<file path="config.mk">
export PLATFORM = sky130hd
export DESIGN_NAME = card_shoe
export DESIGN_NICKNAME = d
export VERILOG_FILES = /design/src/rtl/card_pkg.sv /design/src/rtl/card_lfsr.sv /design/src/rtl/card_shoe.sv
export SDC_FILE = /design/constraint.sdc
export NUM_CORES = 1
export LEC_CHECK = 0
export ABC_AREA = 1
export ABC_CLOCK_PERIOD_IN_PS = 11830
export CAP_MARGIN = 5
export CELL_PAD_IN_SITES_DETAIL_PLACEMENT = 1
export CELL_PAD_IN_SITES_GLOBAL_PLACEMENT = 1
export CORE_UTILIZATION = 50
export DETAILED_ROUTE_END_ITERATION = 8
export PLACE_DENSITY_LB_ADDON = 0.1
export SLEW_MARGIN = 20
export SYNTH_ARGS = -nofsm -noshare
export SYNTH_HDL_FRONTEND = slang
export SYNTH_SLANG_ARGS = --single-unit
</file>
<file path="constraint.sdc">
create_clock -name clk -period 11.83 [get_ports clk]
set_clock_uncertainty 0.05 [all_clocks]
set_input_delay 2.366 -clock clk [delete_from_list [all_inputs] [get_ports clk]]
set_output_delay 2.366 -clock clk [all_outputs]
set_load 0.005 [all_outputs]
</file>
<file path="src/rtl/card_pkg.sv">
// Shared definitions for the card shoe: mode codes, rank constants,
// the face-card clamp, the scripted deal tables and the FSM state type.
package card_pkg;

   typedef enum logic [2:0] {
      ST_IDLE    = 3'd0,
      ST_SHUFFLE = 3'd1,
      ST_DRAW1   = 3'd2,
      ST_DRAW2   = 3'd3,
      ST_DONE    = 3'd4
   } state_t;

   localparam logic [2:0] TM_BASE   = 3'd0;
   localparam logic [2:0] TM_SIMPLE = 3'd1;
   localparam logic [2:0] TM_DOUBLE = 3'd2;
   localparam logic [2:0] TM_BJ     = 3'd3;
   localparam logic [2:0] TM_SPLIT  = 3'd4;

   localparam logic [3:0] RANK_ACE  = 4'd1;
   localparam logic [3:0] RANK_KING = 4'd13;

   // J/Q/K all score as ten
   function automatic logic [3:0] clamp_rank(input logic [3:0] r);
      return (r > 4'd10) ? 4'd10 : r;
   endfunction

   function automatic logic [2:0] script_len(input logic [2:0] m);
      case (m)
         TM_SIMPLE: return 3'd2;
         TM_DOUBLE: return 3'd2;
         TM_BJ:     return 3'd1;
         TM_SPLIT:  return 3'd5;
         default:   return 3'd1;
      endcase
   endfunction

   // returns {card1, card2}
   function automatic logic [7:0] script_step(input logic [2:0] m, input logic [2:0] s);
      logic [7:0] c;
      c = 8'h00;
      case (m)
         TM_SIMPLE: c = (s == 3'd0) ? {4'd10, 4'd8} : {4'd4, 4'd0};
         TM_DOUBLE: c = (s == 3'd0) ? {4'd10, 4'd8} : {4'd2, 4'd0};
         TM_BJ:     c = {4'd10, RANK_ACE};
         TM_SPLIT: begin
            case (s)
               3'd0:    c = {4'd10, 4'd10};
               3'd1:    c = {4'd8, 4'd0};
               3'd2:    c = {4'd4, 4'd0};
               3'd3:    c = {4'd8, 4'd0};
               default: c = {4'd2, 4'd0};
            endcase
         end
         default: c = 8'h00;
      endcase
      return c;
   endfunction

endpackage

</file>
<file path="src/rtl/card_lfsr.sv">
// Free-running Galois LFSR (right shift). Only the low nibble leaves the
// block since that is all the dealer uses as a candidate rank.
module card_lfsr #(
   parameter int           W    = 16,
   parameter logic [W-1:0] SEED = W'(16'hACE1),
   parameter logic [W-1:0] TAPS = W'(16'hB400)
) (
   input  logic       clk,
   input  logic       reset,
   output logic [3:0] rnd_o
);

   logic [W-1:0] lfsr_q, lfsr_d;

   // shift right, fold the tap mask in when a one falls off the end
   always_comb begin
      lfsr_d = {1'b0, lfsr_q[W-1:1]} ^ (lfsr_q[0] ? TAPS : '0);
   end

   // state register, advances every cycle out of reset
   always_ff @(posedge clk or posedge reset) begin
      if (reset) lfsr_q <= SEED;
      else       lfsr_q <= lfsr_d;
   end

   assign rnd_o = lfsr_q[3:0];

endmodule

</file>
<file path="src/rtl/card_shoe.sv">
// Multi-deck dealer: rank counters, draw-without-replacement FSM,
// automatic reshuffle and scripted replay modes.
//
//  state      | meaning
//  -----------+----------------------------------------------
//  IDLE       | wait for req; reshuffle first if shoe is low
//  SHUFFLE    | refill every rank counter, pulse shuffled
//  DRAW1      | search for first card (retry / fallback)
//  DRAW2      | search for second card
//  DONE       | present cards, pulse valid
module card_shoe
   import card_pkg::*;
#(
   parameter int                NUM_DECKS    = 1,
   parameter int                LFSR_W       = 16,
   parameter logic [LFSR_W-1:0] SEED         = LFSR_W'(16'hACE1),
   parameter int                RESHUFFLE_AT = 15
) (
   input  logic                                 clk,
   input  logic                                 reset,
   input  logic                                 req,
   input  logic                                 two,
   input  logic [2:0]                           test,
   output logic [3:0]                           card1_out,
   output logic [3:0]                           card2_out,
   output logic                                 valid,
   output logic                                 busy,
   output logic                                 shuffled,
   output logic [$clog2(52*NUM_DECKS+1)-1:0]    remaining
);

   localparam int             RW        = $clog2(52*NUM_DECKS+1);
   localparam logic [RW-1:0]  FULL_SHOE = RW'(52*NUM_DECKS);
   localparam logic [RW-1:0]  LOW_MARK  = RW'(RESHUFFLE_AT);
   localparam logic [5:0]     FULL_RANK = 6'(4*NUM_DECKS);

   state_t            state_q, state_d;
   logic [12:0][5:0]  cnt_q, cnt_d;
   logic [RW-1:0]     rem_q, rem_d;
   logic [3:0]        card1_q, card1_d, card2_q, card2_d, hold1_q, hold1_d;
   logic [4:0]        rej_q, rej_d;
   logic              two_q, two_d;
   logic [2:0]        test_q;
   logic [3:0][2:0]   idx_q, idx_d;

   logic [3:0]        cand, take, fb_rank, val;
   logic              cand_ok, accept, got;
   logic [1:0]        slot;
   logic [2:0]        step;
   logic [7:0]        scr;

   card_lfsr #(.W(LFSR_W), .SEED(SEED), .TAPS(LFSR_W'(16'hB400))) u_lfsr (
      .clk   (clk),
      .reset (reset),
      .rnd_o (cand)
   );

   // candidate check, lowest-nonzero fallback, and the one draw result
   always_comb begin
      cand_ok = 1'b0;
      fb_rank = 4'd0;
      for (int r = 0; r < 13; r++)
         if (cand == 4'(r + 1) && cnt_q[r] != 6'd0) cand_ok = 1'b1;
      for (int r = 12; r >= 0; r--)
         if (cnt_q[r] != 6'd0) fb_rank = 4'(r + 1);
      take   = (rej_q == 5'd16) ? fb_rank : cand;
      accept = (rej_q == 5'd16) ? (fb_rank != 4'd0) : cand_ok;
   end

   // next-state, counters, script indices and card registers
   always_comb begin
      state_d = state_q;
      cnt_d   = cnt_q;
      rem_d   = rem_q;
      card1_d = card1_q;
      card2_d = card2_q;
      hold1_d = hold1_q;
      rej_d   = rej_q;
      two_d   = two_q;
      idx_d   = (test != test_q) ? '0 : idx_q;
      slot    = test[1:0] - 2'd1;
      step    = idx_d[slot];
      scr     = script_step(test, step);
      val     = 4'd0;
      got     = 1'b0;

      if (state_q == ST_DRAW1 || state_q == ST_DRAW2) begin
         if (rem_q == '0) begin
            got = 1'b1;
         end else if (accept) begin
            got = 1'b1;
            val = clamp_rank(take);
            rem_d = rem_q - RW'(1);
            for (int r = 0; r < 13; r++)
               if (take == 4'(r + 1)) cnt_d[r] = cnt_q[r] - 6'd1;
         end else begin
            rej_d = rej_q + 5'd1;
         end
      end

      case (state_q)
         ST_IDLE: begin
            if (rem_q < LOW_MARK) begin
               state_d = ST_SHUFFLE;
            end else if (req) begin
               two_d = two;
               rej_d = 5'd0;
               if (test == TM_BASE) begin
                  state_d = ST_DRAW1;
               end else if (test <= TM_SPLIT) begin
                  {card1_d, card2_d} = scr;
                  idx_d[slot] = (step + 3'd1 == script_len(test)) ? 3'd0 : step + 3'd1;
                  state_d = ST_DONE;
               end else begin
                  card1_d = 4'd0;
                  card2_d = 4'd0;
                  state_d = ST_DONE;
               end
            end
         end
         ST_SHUFFLE: begin
            for (int r = 0; r < 13; r++) cnt_d[r] = FULL_RANK;
            rem_d   = FULL_SHOE;
            state_d = ST_IDLE;
         end
         ST_DRAW1: begin
            if (got) begin
               rej_d = 5'd0;
               if (two_q) begin
                  hold1_d = val;
                  state_d = ST_DRAW2;
               end else begin
                  card1_d = val;
                  card2_d = 4'd0;
                  state_d = ST_DONE;
               end
            end
         end
         ST_DRAW2: begin
            if (got) begin
               rej_d   = 5'd0;
               card1_d = hold1_q;
               card2_d = val;
               state_d = ST_DONE;
            end
         end
         ST_DONE:  state_d = ST_IDLE;
         default:  state_d = ST_IDLE;
      endcase
   end

   // all sequential state
   always_ff @(posedge clk or posedge reset) begin
      if (reset) begin
         state_q <= ST_IDLE;
         for (int r = 0; r < 13; r++) cnt_q[r] <= FULL_RANK;
         rem_q   <= FULL_SHOE;
         card1_q <= 4'd0;
         card2_q <= 4'd0;
         hold1_q <= 4'd0;
         rej_q   <= 5'd0;
         two_q   <= 1'b0;
         test_q  <= 3'd0;
         idx_q   <= '0;
      end else begin
         state_q <= state_d;
         cnt_q   <= cnt_d;
         rem_q   <= rem_d;
         card1_q <= card1_d;
         card2_q <= card2_d;
         hold1_q <= hold1_d;
         rej_q   <= rej_d;
         two_q   <= two_d;
         test_q  <= test;
         idx_q   <= idx_d;
      end
   end

   assign card1_out = card1_q;
   assign card2_out = card2_q;
   assign remaining = rem_q;
   assign valid     = (state_q == ST_DONE);
   assign busy      = (state_q != ST_IDLE);
   assign shuffled  = (state_q == ST_SHUFFLE);

endmodule

</file>
-- After elaboration in Yosys (flattened, before gate mapping)
Index checks and enable logic that the tools add are counted.
- register bits: 136
- output and inout port bits: 17
- logic and storage cells: 278
- add/sub/neg operators: 17
- $lt $le $gt $ge: 5
- equality and inequality tests: 48
- mux-type cells: 109
- bitwise logic cells: 2
- reduce and logical (&&, ||, !) cells: 71
- operators with widths (cell ; count):
    78-bit two-way mux ; 4
    4-bit two-way mux ; 32
    6-bit two-way mux ; 17
    6-bit by 1-bit subtractor with 6-bit output (second input constant) ; 14
    6-bit nonzero test ; 13
    12-bit two-way mux ; 6
    4-bit AND reduction ; 13
    4-bit equality test (second input constant) ; 12
    3-bit two-way mux ; 14
    4-bit by 3-bit equality test with 1-bit output (second input constant) ; 8
    8-bit one-hot mux with 4 select lines ; 1
    5-bit two-way mux ; 6
    2-bit nonzero test ; 15
    4-bit one-hot mux with 3 select lines ; 2
    8-bit one-hot mux with 3 select lines ; 1
    3-bit by 2-bit equality test with 1-bit output (second input constant) ; 6
    1-bit two-way mux ; 17
    4-bit by 2-bit equality test with 1-bit output (second input constant) ; 4
    16-bit two-way mux ; 1
    8-bit two-way mux ; 2
    15-bit by 16-bit bitwise XOR with 16-bit output ; 1
    1-bit logical AND ; 14
    2-bit != test (second input constant) ; 7
    12-bit bitwise mux ; 1
    29 further kinds ; 41

-- Logic depth before layout (Yosys ltp)
- depth in word-level cells: 23
- gate-level depth with buffers: 23
- mapped depth without buffers: 23

-- By module
From an unflattened synthesis, not the netlist that was laid out.
- cell total of the unflattened synthesis: 1073
- area total of the unflattened synthesis: 8090.3 µm²
- by module, submodules not included (module ; times used ; cells an instance ; area each (µm²)):
    card_shoe ; 1 ; 1039 ; 7597.3
    card_lfsr ; 1 ; 34 ; 493.0

-- Worst setup path before layout
No wires, ideal clock.
- kind: input to register
- from: input test[0]
- to: register idx_q[8] in the netlist's numbering
- setup time: 0.119 ns
- arrival: 4.480 ns
- setup slack: 7.181 ns
- stages on the path: 14
- buffers on the path: 1
- cell sequence: buf_2 inv_1 ha_1 inv_1 o21ai_0 o21a_1 ha_1 ha_1 inv_1 xor2_1 nand3_1 nand2_1 nand2_1 o21a_1
- RTL lines (element ; RTL line ; source):
    start: declaration ; card_shoe.sv:23 ; input logic [2:0] test,
    end signal: assignment ; card_shoe.sv:175 ; idx_q <= idx_d;
    end: declaration ; card_shoe.sv:44 ; logic [3:0][2:0] idx_q, idx_d;

==> results.toml <==
[sta]
achievable-frequency_mhz = 188
finalCriticalPeriod_ps = 5310
timing_max_transition_violations_final = 0
fin_tns_setup_ps = 0
post-route-period-util_pct = 44.9
tightest_slew_ps = 1030
report.final.hold_viol_count = 0
grt_setup_unrepaired = "no"
number_of_setup_violations_in_the_final_report = 0
slew_headroom_pct = 31.0
setup_slack_ps = 6520

[min_path]
min_delay_path_depth = 0
min-delay-path-class = "flip-flop to flip-flop"
hold_end = "u_lfsr.lfsr_q[6]$_DFF_PP1_"
worstHoldStart = "u_lfsr.lfsr_q[7]$_DFF_PP1_"

[drt]
antenna_violating_nets_post_route = 0
drt-initial-drc-count = 366
viasPerCell = 5.38
vias = 7317
detail_route.wl_per_cell_um = 16.3
detail_route.first_pass.iterations = 4
drt-total-wl_mm = 22.2
drt_drc_violations_left = 0

[setup_path]
endpoint_kind = "flip-flop"
worstSetupStartpointType = "input port"
regToRegSetupSlack_ps = 8060
ff2ff_path_depth = 15
worstSetupPathType = "input port to flip-flop"
crit_path_max_fanout = 11
crit_required_ps = 12100
rr_startpoint = "cnt_q[12]$_DFFE_PP0P_"
reg2reg_to = "cnt_q[64]$_DFFE_PP0P_"
cp_data_arrival_time_ps = 5580

[clock_network]
tritoncts = "yes"
h-tree-depth = 4
worst_setup_hold_path_clk_slew_ps = 60
cts.hold.buffers_added = 0
cts_setup_buffers = 0
cts.sink_count = 136
ctsRootBufferMaster = "clkbuf_16"
cts-resized-gates = 0
worstSkewPairLatency_ps = 430
max-clock-path-buffers = 2
cts_buffers = 17

[yosys]
synth.cell_area_um2 = 8470
post-synth-top-area-fraction_pct = 33.1
synth-edff-count = 0
async_set_or_reset_register_ratio_after_synthesis_pct = 100
synthesis.instances = 1107
postSynthNetCount = 1147
synth_cell_type_count = 47
synth_top_cells_by_area = "dfrtp_1 33%, nand2_1 12%, nand3_1 7.8%"
ys_warn_count = 0
seq_area_frac_synth_pct = 40.5
synth_top_flop_cell = "dfrtp_1"
syn_avg_cell_area_um2 = 7.65
ys_seq_elements = 136
yosysTopAreaCell = "dfrtp_1"

[global_routing]
grt_antenna_before_repair = 0
grt_max_degree = 90
globalRouteTotalUtil_pct = 27.2
number_of_global_route_vias_before_repair = 7789
global_route.overflow_total = 0
global_route_wire_length_before_repair_mm = 37.8

[cells_and_area]
num_antenna_cells = 0
fill_cells = 2076
post_layout_nonfiller_instances = 1360
syn2layout_area_growth_pct = 12.1
design.final.nets = 1167
final_layout_size_suffix_gt1_share_pct = 13.9

[pwr]
power.leakage_uw = 0.00481
report.power.total_uw = 1810
vdd_ir_drop_max_mv = 0.116
power_per_cell_area_nw_per_um2 = 190

[placed_design]
routabilityCongestion = 0.834
dp_hpwl_mm = 15.2
port_buffers = 23
place_ws_ps = 6100
post-place-cells = 1328

[floorplanning]
die_y_um = 132
top_level_ports = 24
core_um2 = 16600
rows = 47
die_area_um2 = 17500
die-width_um = 132
floorplan.initialDensity_pct = 51.1

[status]
status = "complete, no violations"

[run]
max_cap_viol_count = 0
## through the flow
step	utilization, %	hold WS [ps]	cell area [um^2]
after floorplan	-	281	8470
after global placement	53.5	284	8880
after detailed placement	53.5	297	8880
after CTS	57.2	307	9490
after global routing	57.3	311	9500
final	57.3	305	9500
## synthesized netlist by cell type (all sizes together), types with 17 or more instances
| cell type | number |
|---|---|
| o21ai | 67 |
| a21oi | 17 |
| nand2 | 292 |
| dfrtp | 112 |
| xor2 | 32 |
| nand4 | 29 |
| dfstp | 24 |
| nand3 | 145 |
| nor2 | 123 |
| inv | 138 |
| ha | 33 |
| nor3 | 17 |
## critical path, stage by stage
cell and delay, ps:
clkdlybuf4s50_1 710, inv_1 230, ha_1 390, inv_1 100
o21ai_0 90, o21a_1 220, ha_1 190, ha_1 270
inv_1 120, xor2_1 180, nand3_1 280, nand2_1 220
nand2_1 80, o21a_1 120
## cells by family after synthesis
family                     after synthesis  synth area share, %
xor gates and xnor gates                45                 4.65
AOI/OAI and AO/OA                       97                 7.40
buffers and inverters                  164                 7.75
adders and majority gates               33                 4.87
and+or+nand+nor                        632                 34.8
DFF                                    136                 40.5
## layout by cell type, fill, tap and decap left out, drive strengths merged, types with 6 or more instances in the layout
| cell type | n |
|---|---|
| nor2 | 123 |
| nand3b | 7 |
| nand2 | 292 |
| xor2 | 32 |
| clkbuf | 19 |
| ha | 33 |
| clkdlybuf4s50 | 23 |
| inv | 139 |
| nand3 | 145 |
| dfrtp | 112 |
| or2 | 16 |
| a21oi | 17 |
| xnor2 | 13 |
| dfstp | 24 |
| clkinv | 6 |
| o21ai | 67 |
| nand4 | 29 |
| nor3 | 17 |
## flip-flops by register name, indices dropped and copies added, names as in the netlist
name           cells
cnt_q             78
u_lfsr.lfsr_q     16
idx_q             12
remaining          6
rej_q              5
card1_out          4
card2_out          4
hold1_q            4
state_q            3
test_q             3
two_q              1
## area by class of cell
type	instances	area, um^2	area share [%]
multi-input cells	807	4390	46.2
flip-flops and latches	136	3430	36.2
inverters	139	527	5.55
clock buffers	19	443	4.66
well taps	220	275	2.90
repair buffers	26	256	2.70
clock inverters	13	173	1.82
## how the worst max path moves through the flow
stage | startpoint | to | slack (ps) | cells past startpoint
2_1_floorplan | reset | card1_out[0]$_DFFE_PP0P_ | 5810 | 1
3_3_place_gp | test[0] | idx_q[8]$_DFF_PP0_ | 6180 | 14
3_5_place_dp | test[0] | idx_q[8]$_DFF_PP0_ | 6100 | 14
4_1_cts | test[0] | idx_q[8]$_DFF_PP0_ | 6520 | 14
5_1_grt | test[0] | idx_q[8]$_DFF_PP0_ | 6210 | 14
6_report | test[0] | idx_q[8]$_DFF_PP0_ | 6520 | 14
## per-layer routing
layer  vias to the layer above  wire, um  GRT usage (%)
li1                       3601         -              -
met1                      3583     10100           34.3
met2                        91     11000           46.4
met3                        42       578           4.81
met4                         0       547           10.5
met5                         -         0              0
## power breakdown
part	internal (uW)	total, uW	leakage [uW]	switching [uW]
clock network	339	554	0.000286	215
logic	233	635	0.00274	402
registers	554	620	0.00178	66.1
total	1130	1810	0.00481	683
No activity file was read; power rests on OpenSTA's default activity.
